$ cat src/rtl/io_pkg.sv
// Shared constants and helpers for the pad input filter slice.
package io_pkg;

  localparam int unsigned default_stable_cycles = 16;

  // Ceiling log2; sizes a counter that must hold values 0..v-1.
  function automatic int unsigned clog2(input int unsigned v);
    int unsigned r;
    r = 0;
    for (int unsigned i = 0; i < 32; i++) begin
      if ((64'd1 << i) < 64'(v)) r = i + 1;
    end
    return r;
  endfunction

endpackage

$ cat src/rtl/io_input_filter_if.sv
// Pad-side and filtered-side signals of io_input_filter.
interface io_input_filter_if #(
  parameter int unsigned width = 8
);
  logic             Enable;
  logic [width-1:0] In;
  logic [width-1:0] Out;
  logic [width-1:0] Rise;
  logic [width-1:0] Fall;
  logic             Changed;

  modport master (output Enable, In, input Out, Rise, Fall, Changed);
  modport slave  (input Enable, In, output Out, Rise, Fall, Changed);
endinterface

$ cat src/rtl/io_bit_filter.sv
// One pad bit: two-flop synchronizer, stability counter, edge pulses.
module io_bit_filter
  import io_pkg::*;
#(
  parameter int unsigned stable_cycles = default_stable_cycles
) (
  input  logic Clock,
  input  logic Reset,
  input  logic Enable,
  input  logic pad,
  output logic level,
  output logic rise,
  output logic fall,
  output logic accept
);

  localparam int unsigned cw = clog2(stable_cycles + 1);

  (* iob = "true" *) logic s1;
  logic          s2;
  logic [cw-1:0] cnt;
  logic          last;

  // accept is the next-cycle pulse, exported so the top can register Changed alongside rise/fall.
  always_comb begin
    last   = (32'(cnt) + 32'd1 == stable_cycles);
    accept = Enable && (s2 != level) && last;
  end

  always_ff @(posedge Clock) begin
    if (Reset) begin
      s1    <= 1'b0;
      s2    <= 1'b0;
      cnt   <= '0;
      level <= 1'b0;
      rise  <= 1'b0;
      fall  <= 1'b0;
    end else begin
      s1   <= pad;
      s2   <= s1;
      rise <= accept && s2;
      fall <= accept && !s2;
      if (Enable) begin
        if (s2 == level) begin
          cnt <= '0;
        end else if (last) begin
          cnt   <= '0;
          level <= s2;
        end else begin
          cnt <= cnt + cw'(1);
        end
      end
    end
  end

endmodule

$ cat src/rtl/io_input_filter.sv
// Debounced pad inputs: per-bit filters plus a registered any-edge flag.
module io_input_filter
  import io_pkg::*;
#(
  parameter int unsigned width         = 8,
  parameter int unsigned stable_cycles = default_stable_cycles
) (
  input logic              Clock,
  input logic              Reset,
  io_input_filter_if.slave bus
);

  logic [width-1:0] accept;
  logic [width-1:0] out_v;
  logic [width-1:0] rise_v;
  logic [width-1:0] fall_v;

  for (genvar i = 0; i < width; i++) begin : g_bit
    io_bit_filter #(.stable_cycles(stable_cycles)) u_bit (
      .Clock  (Clock),
      .Reset  (Reset),
      .Enable (bus.Enable),
      .pad    (bus.In[i]),
      .level  (out_v[i]),
      .rise   (rise_v[i]),
      .fall   (fall_v[i]),
      .accept (accept[i])
    );
  end

  assign bus.Out  = out_v;
  assign bus.Rise = rise_v;
  assign bus.Fall = fall_v;

  always_ff @(posedge Clock) begin
    if (Reset) bus.Changed <= 1'b0;
    else       bus.Changed <= |accept;
  end

endmodule

$ cat src/flat_wrapper.sv
// flat-port wrapper written by rule: the top's interface ports become plain ports
module io_input_filter_flat import io_pkg::*;
#(
  parameter int unsigned width         = 8,
  parameter int unsigned stable_cycles = default_stable_cycles
)
  (Clock, Reset, bus_Enable, bus_In, bus_Out, bus_Rise, bus_Fall, bus_Changed);
  io_input_filter_if #(.width(width)) bus_i ();
  input logic Clock;
  input logic Reset;
  input wire logic [$bits(bus_i.Enable)-1:0] bus_Enable;
  input wire logic [$bits(bus_i.In)-1:0] bus_In;
  output wire logic [$bits(bus_i.Out)-1:0] bus_Out;
  output wire logic [$bits(bus_i.Rise)-1:0] bus_Rise;
  output wire logic [$bits(bus_i.Fall)-1:0] bus_Fall;
  output wire logic [$bits(bus_i.Changed)-1:0] bus_Changed;
  assign bus_i.Enable = bus_Enable;
  assign bus_i.In = bus_In;
  assign bus_Out = bus_i.Out;
  assign bus_Rise = bus_i.Rise;
  assign bus_Fall = bus_i.Fall;
  assign bus_Changed = bus_i.Changed;
  io_input_filter #(.width(width), .stable_cycles(stable_cycles)) u_core (.Clock(Clock), .Reset(Reset), .bus(bus_i));
endmodule
$ cat config.mk
export PLATFORM = sky130hd
export DESIGN_NAME = io_input_filter_flat
export DESIGN_NICKNAME = d
export VERILOG_FILES = /design/src/rtl/io_pkg.sv /design/src/rtl/io_input_filter_if.sv /design/src/rtl/io_bit_filter.sv /design/src/rtl/io_input_filter.sv /design/src/flat_wrapper.sv
export SDC_FILE = /design/constraint.sdc
export NUM_CORES = 1
export LEC_CHECK = 0
export BUFFER_PORTS_ARGS = -buffer_cell sky130_fd_sc_hd__buf_2
export CORE_UTILIZATION = 63
export DETAILED_ROUTE_END_ITERATION = 10
export PLACE_DENSITY = 0.84
export REMOVE_ABC_BUFFERS = 1
export SETUP_SLACK_MARGIN = 0.3
export SLEW_MARGIN = 10
export SYNTH_ARGS = -nofsm -noshare
export SYNTH_HDL_FRONTEND = slang
export SYNTH_SLANG_ARGS = --single-unit
export TNS_END_PERCENT = 50
$ cat constraint.sdc
create_clock -name Clock -period 4.7 [get_ports Clock]
set_input_delay 0.235 -clock Clock [delete_from_list [all_inputs] [get_ports Clock]]
set_output_delay 0.235 -clock Clock [all_outputs]
set_load 0.05 [all_outputs]
## Word level (Yosys, flattened, before mapping)

Cells that the tools add are included.

| operators by class | value |
|---|---|
| divide/modulo/power cells | 0 |
| $add $sub $neg | 16 |
| eq/ne operators | 24 |
| bitwise operators | 8 |
| $mul | 0 |
| reductions and logical operators | 49 |
| shift-type cells | 0 |
| order comparisons | 0 |
| mux-type cells | 16 |

Operator list:

| operator | count |
|---|---|
| 32-bit by 5-bit == test with 1-bit output (second input constant) | 8 |
| 5-bit 2-to-1 mux | 16 |
| 5-bit by 1-bit adder with 6-bit output (second input constant) | 8 |
| 5-bit by 1-bit adder with 5-bit output (second input constant) | 8 |
| 1-bit logical AND | 32 |
| 3-bit AND reduction | 8 |
| 1-bit == test | 8 |
| 1-bit zero test | 8 |
| 1-bit inequality test | 8 |
| 1-bit NOT | 8 |
| 8-bit OR reduction | 1 |

| storage, ports and cells | value |
|---|---|
| RAM bits | 0 |
| ROM bits | 0 |
| memories kept | 0 |
| latch bits | 0 |
| register bits | 81 |
| input port bits | 11 |

## Longest topological paths before layout

| depth | value |
|---|---|
| depth after elaboration | 4 |
| depth in mapped cells | 6 |
| gate-level depth less buffers | 6 |

## By module

Synthesis repeated with hierarchy kept, for this count alone.

| unflattened totals | value |
|---|---|
| cell total of the unflattened synthesis | 412 |
| area total of the unflattened synthesis | 3911.3 µm² |

By module, submodules not included:

| module | area an instance (µm²) | times used | sequential area each (µm²) | cells an instance |
|---|---|---|---|---|
| io_bit_filter | 484.2 | 8 | 200.2 | 51 |
| io_input_filter | 37.5 | 1 | 20.0 | 4 |

## Least setup slack after synthesis

No wires, ideal clock.

| timing path | value |
|---|---|
| path kind | flip-flop to flip-flop |
| start point | reg u_core.g_bit[0].u_bit.cnt[0] |
| end point | reg u_core.bus.Changed |
| arrival | 1.407 ns |
| cell stages (with the launch flop) | 6 |
| setup time | 0.074 ns |
| slack | 3.219 ns |
| required time | 4.626 ns |
| buffers on the path | 0 |
| cells stage by stage | dfxtp_1 > nand2_1 > or3_1 > a211o_1 > and3_1 > a31oi_2 |

| between the ends | value |
|---|---|
| longest elaborated chain between the ends | 4 |

Ends and longest elaborated chain:

| item | RTL line | RTL |
|---|---|---|
| start, declared | io_bit_filter.sv:21 | `logic [cw-1:0] cnt;` |
| start signal, assigned | io_bit_filter.sv:50 | `cnt <= cnt + cw'(1);` |
| 5-bit by 1-bit adder with 6-bit output | io_bit_filter.sv:26 | `last = (32'(cnt) + 32'd1 == stable_cycles);` |
| 32-bit by 5-bit == test with 1-bit output | io_bit_filter.sv:26 |  |
| 1-bit logical AND | io_bit_filter.sv:27 | `accept = Enable && (s2 != level) && last;` |
| 8-bit OR reduction | io_input_filter.sv:37 | `else bus.Changed <= \|accept;` |
| end signal, assigned | io_input_filter.sv:37 |  |
| end, declared | io_input_filter_if.sv:13 | `modport slave (input Enable, In, output Out, Rise, Fall, Changed);` |

No other way between the ends.
A chain may end at the register's enable or synchronous reset.

## Worst setup path after layout

Same ends and word-level chain as after synthesis.

==> run metrics <==
FF+latch count, synth=81; HPWL after DPL=4340 um; asr flop ratio synth=0%; number of nets in the layout=441; largest fanout on the critical path=6; setup_tns=0 ps; Fill cells=441; Reg area=1620 um2; register area share after synthesis=44.2%; Reg clk slew, reported paths=80 ps; Pleak=1.62 nW; largest stage delay on the critical path=440 ps; IO buf count=35; CP Depth=5; Die Ht=78.3 um; Core ar.=5570 um2; hold_buf cts=0; Commonest cells post-synth=dfxtp_1, nor2_1, a21oi_1, nor2b_1, buf_4; GR Overflow Total=0; Resized Gates After CTS=0; fin. max-slew vios=0; run status=finished, final reports clean; crit path capture type=flop; Most used DFF post-synth=dfxtp_1; ratio of cells with drive above 1 in the final layout=15.0%; largest net degree at the start of global routing=57; PD cells=353 nW/um2; Multi-input gate area=1800 um2; CP Launch Type=flop; root buf cell=clkbuf_8; Mapped Area=3670 um2; number of remaining DRC errors=0; Ant. Diodes=0; die area=6130 um2; Slowest-stage cell, CP=dfxtp_1; syn avg cell area=8.86 um2; Critical path buffers and inverters=0; maximum clock rate=604 MHz; Synth Instances=414; Die X-Extent=78.3 um; top-count cell post-synth=dfxtp_1; RSZ-0062 raised after global routing=false; Post-DRT Antenna Nets=0; CP delay by family, top=simple AND/OR/NAND/NOR gates; hold depth=2; DR vias/cell=5.76; final WL=6640 um; Max-Slew Margin vs Limit=49.1%; Setup WS post-layout=3040 ps; clk_lat worst skew=360 ps; Final GP Congestion=0.779; R2R cell count=5; Num CTS Buffers=9; area of placed instances=3700 um2; 1st-iter DRT viols=203; final hold slack=83.0 ps; worst-margin pin slew=763 ps; initial antenna violation count=0; Max VDD drop=0.000293 V; GRT Total Usage=23.7%; I/O pins=36; top post-synthesis cells by area=dfxtp_1, buf_4, nor2_1; Post-CTS Setup Inserts=0; vias in the first global route=2573; post-route cell area=3960 um2; Final period util=35.2%; Place WS=2800 ps; Inst Count DP=483; Post-synth EDFFs=0; htree depth=3; Hold Fails Final Rpt=0; Final Non-Filler Cells=499; worst hold path type=input pin to flop; Cell variety after synth=40; Synth Warn #=0; Initial DRT Pass Iterations=4; final core utilization=71.0%; Worst Path Arrival=1950 ps; Cell Rows=27; area grow syn2layout=7.91%; kind of critical path=flop to flop; cell-by-cell trace of the critical path=nand2_1, or3_1, a211o_1, and3_1, a31oi_2; Req. time, crit path=4990 ps; first-pass GRT wire length=11300 um; Initial Utilization=65.8%; Synth area leader=dfxtp_1; max cap viols=0; Tmin final=1660 ps; vias=2876; CTS tree=yes; WL/cell=13.3 um; total power=1.40 mW; clk buf depth=2; Final Skew=9.17 ps; clock sink count=81; Synth top area share=44.2%; final setup violating endpoints=0
==> registers in the layout, indices dropped and copies added (netlist names) <==
| register | cells |
|---|---|
| u_core.g_bit.u_bit.cnt | 40 |
| u_core.g_bit.u_bit.fall | 8 |
| u_core.g_bit.u_bit.level | 8 |
| u_core.g_bit.u_bit.rise | 8 |
| u_core.g_bit.u_bit.s1 | 8 |
| u_core.g_bit.u_bit.s2 | 8 |
| u_core.bus.Changed | 1 |
==> where the power goes <==
part           internal, mW  total (mW)  switching [mW]
clock network         0.405       0.650           0.245
logic                0.0159      0.0461          0.0302
registers             0.694       0.701         0.00675
total                  1.11        1.40           0.282
==> worst register-to-register path: cells and delay by family (launching register included) <==
family | cells | cell delay, ps
DFF | 1 | 440
and+or+nand+nor | 3 | 660
AOI/OAI and AO/OA | 2 | 490
==> metal layers <==
layer / share of wire, % / up-vias / track usage, %
met1: 46 / 1343 / 28.5
met3: 4.7 / 18 / 7.67
met5: 0 / - / 0
met2: 47 / 76 / 39.6
li1: - / 1439 / -
met4: 2.0 / 0 / 8.52
==> worst paths after layout <==
kind | from | slack, ps | endpoint
min | bus_In[2] | 80 | u_core.g_bit[2].u_bit.s1$_SDFF_PP0_
max | u_core.g_bit[0].u_bit.cnt[0]$_SDFFE_PP0P_ | 3040 | u_core.bus.Changed$_SDFF_PP0_
max reg2reg | u_core.g_bit[0].u_bit.cnt[0]$_SDFFE_PP0P_ | 3040 | u_core.bus.Changed$_SDFF_PP0_
min reg2reg | u_core.g_bit[2].u_bit.s1$_SDFF_PP0_ | 440 | u_core.g_bit[2].u_bit.s2$_SDFF_PP0_
==> cell families (layout without fill, tap and decap cells) <==
logic type	count (synthesis)	count (layout)	share of synthesized area (%)
AND/OR/NAND/NOR	179	179	25.7
buffers and inverters	42	55	6.86
flip-flops	81	81	44.2
AO/OA/AOI/OAI	80	80	13.7
XOR/XNOR	8	8	2.32
multiplexers	16	16	4.43
adder cells (fa/ha/maj)	8	8	2.73
==> cells in the final DEF (no fill, tap or decap), types with 6 or more instances in the layout <==
| cell type | Yosys | routed |
|---|---|---|
| ha_1 | 8 | 8 |
| a21oi_1 | 34 | 34 |
| buf_2 | 3 | 35 |
| nor2b_1 | 25 | 25 |
| nand2b_1 | 9 | 9 |
| mux2i_1 | 14 | 14 |
| o21ai_0 | 17 | 17 |
| dfxtp_1 | 81 | 81 |
| and2_1 | 8 | 8 |
| nor3_1 | 11 | 11 |
| a22oi_1 | 7 | 7 |
| nor2_1 | 48 | 48 |
| nand2_1 | 23 | 23 |
| xor2_1 | 6 | 6 |
| nand4_1 | 8 | 8 |
| nand3_1 | 18 | 18 |
| nor3b_1 | 14 | 14 |
| clkbuf_8 | 0 | 9 |
==> final cells by class <==
type / instances / area share (%)
Inverter: 3 / 0.284
Tap cell: 72 / 2.28
Timing Repair Buffer: 36 / 4.61
Multi-Input combinational cell: 291 / 45.4
Clock buffer: 10 / 3.22
Sequential cell: 81 / 41.0
Clock inverter: 6 / 3.29
No activity file was read; power rests on OpenSTA's default activity.
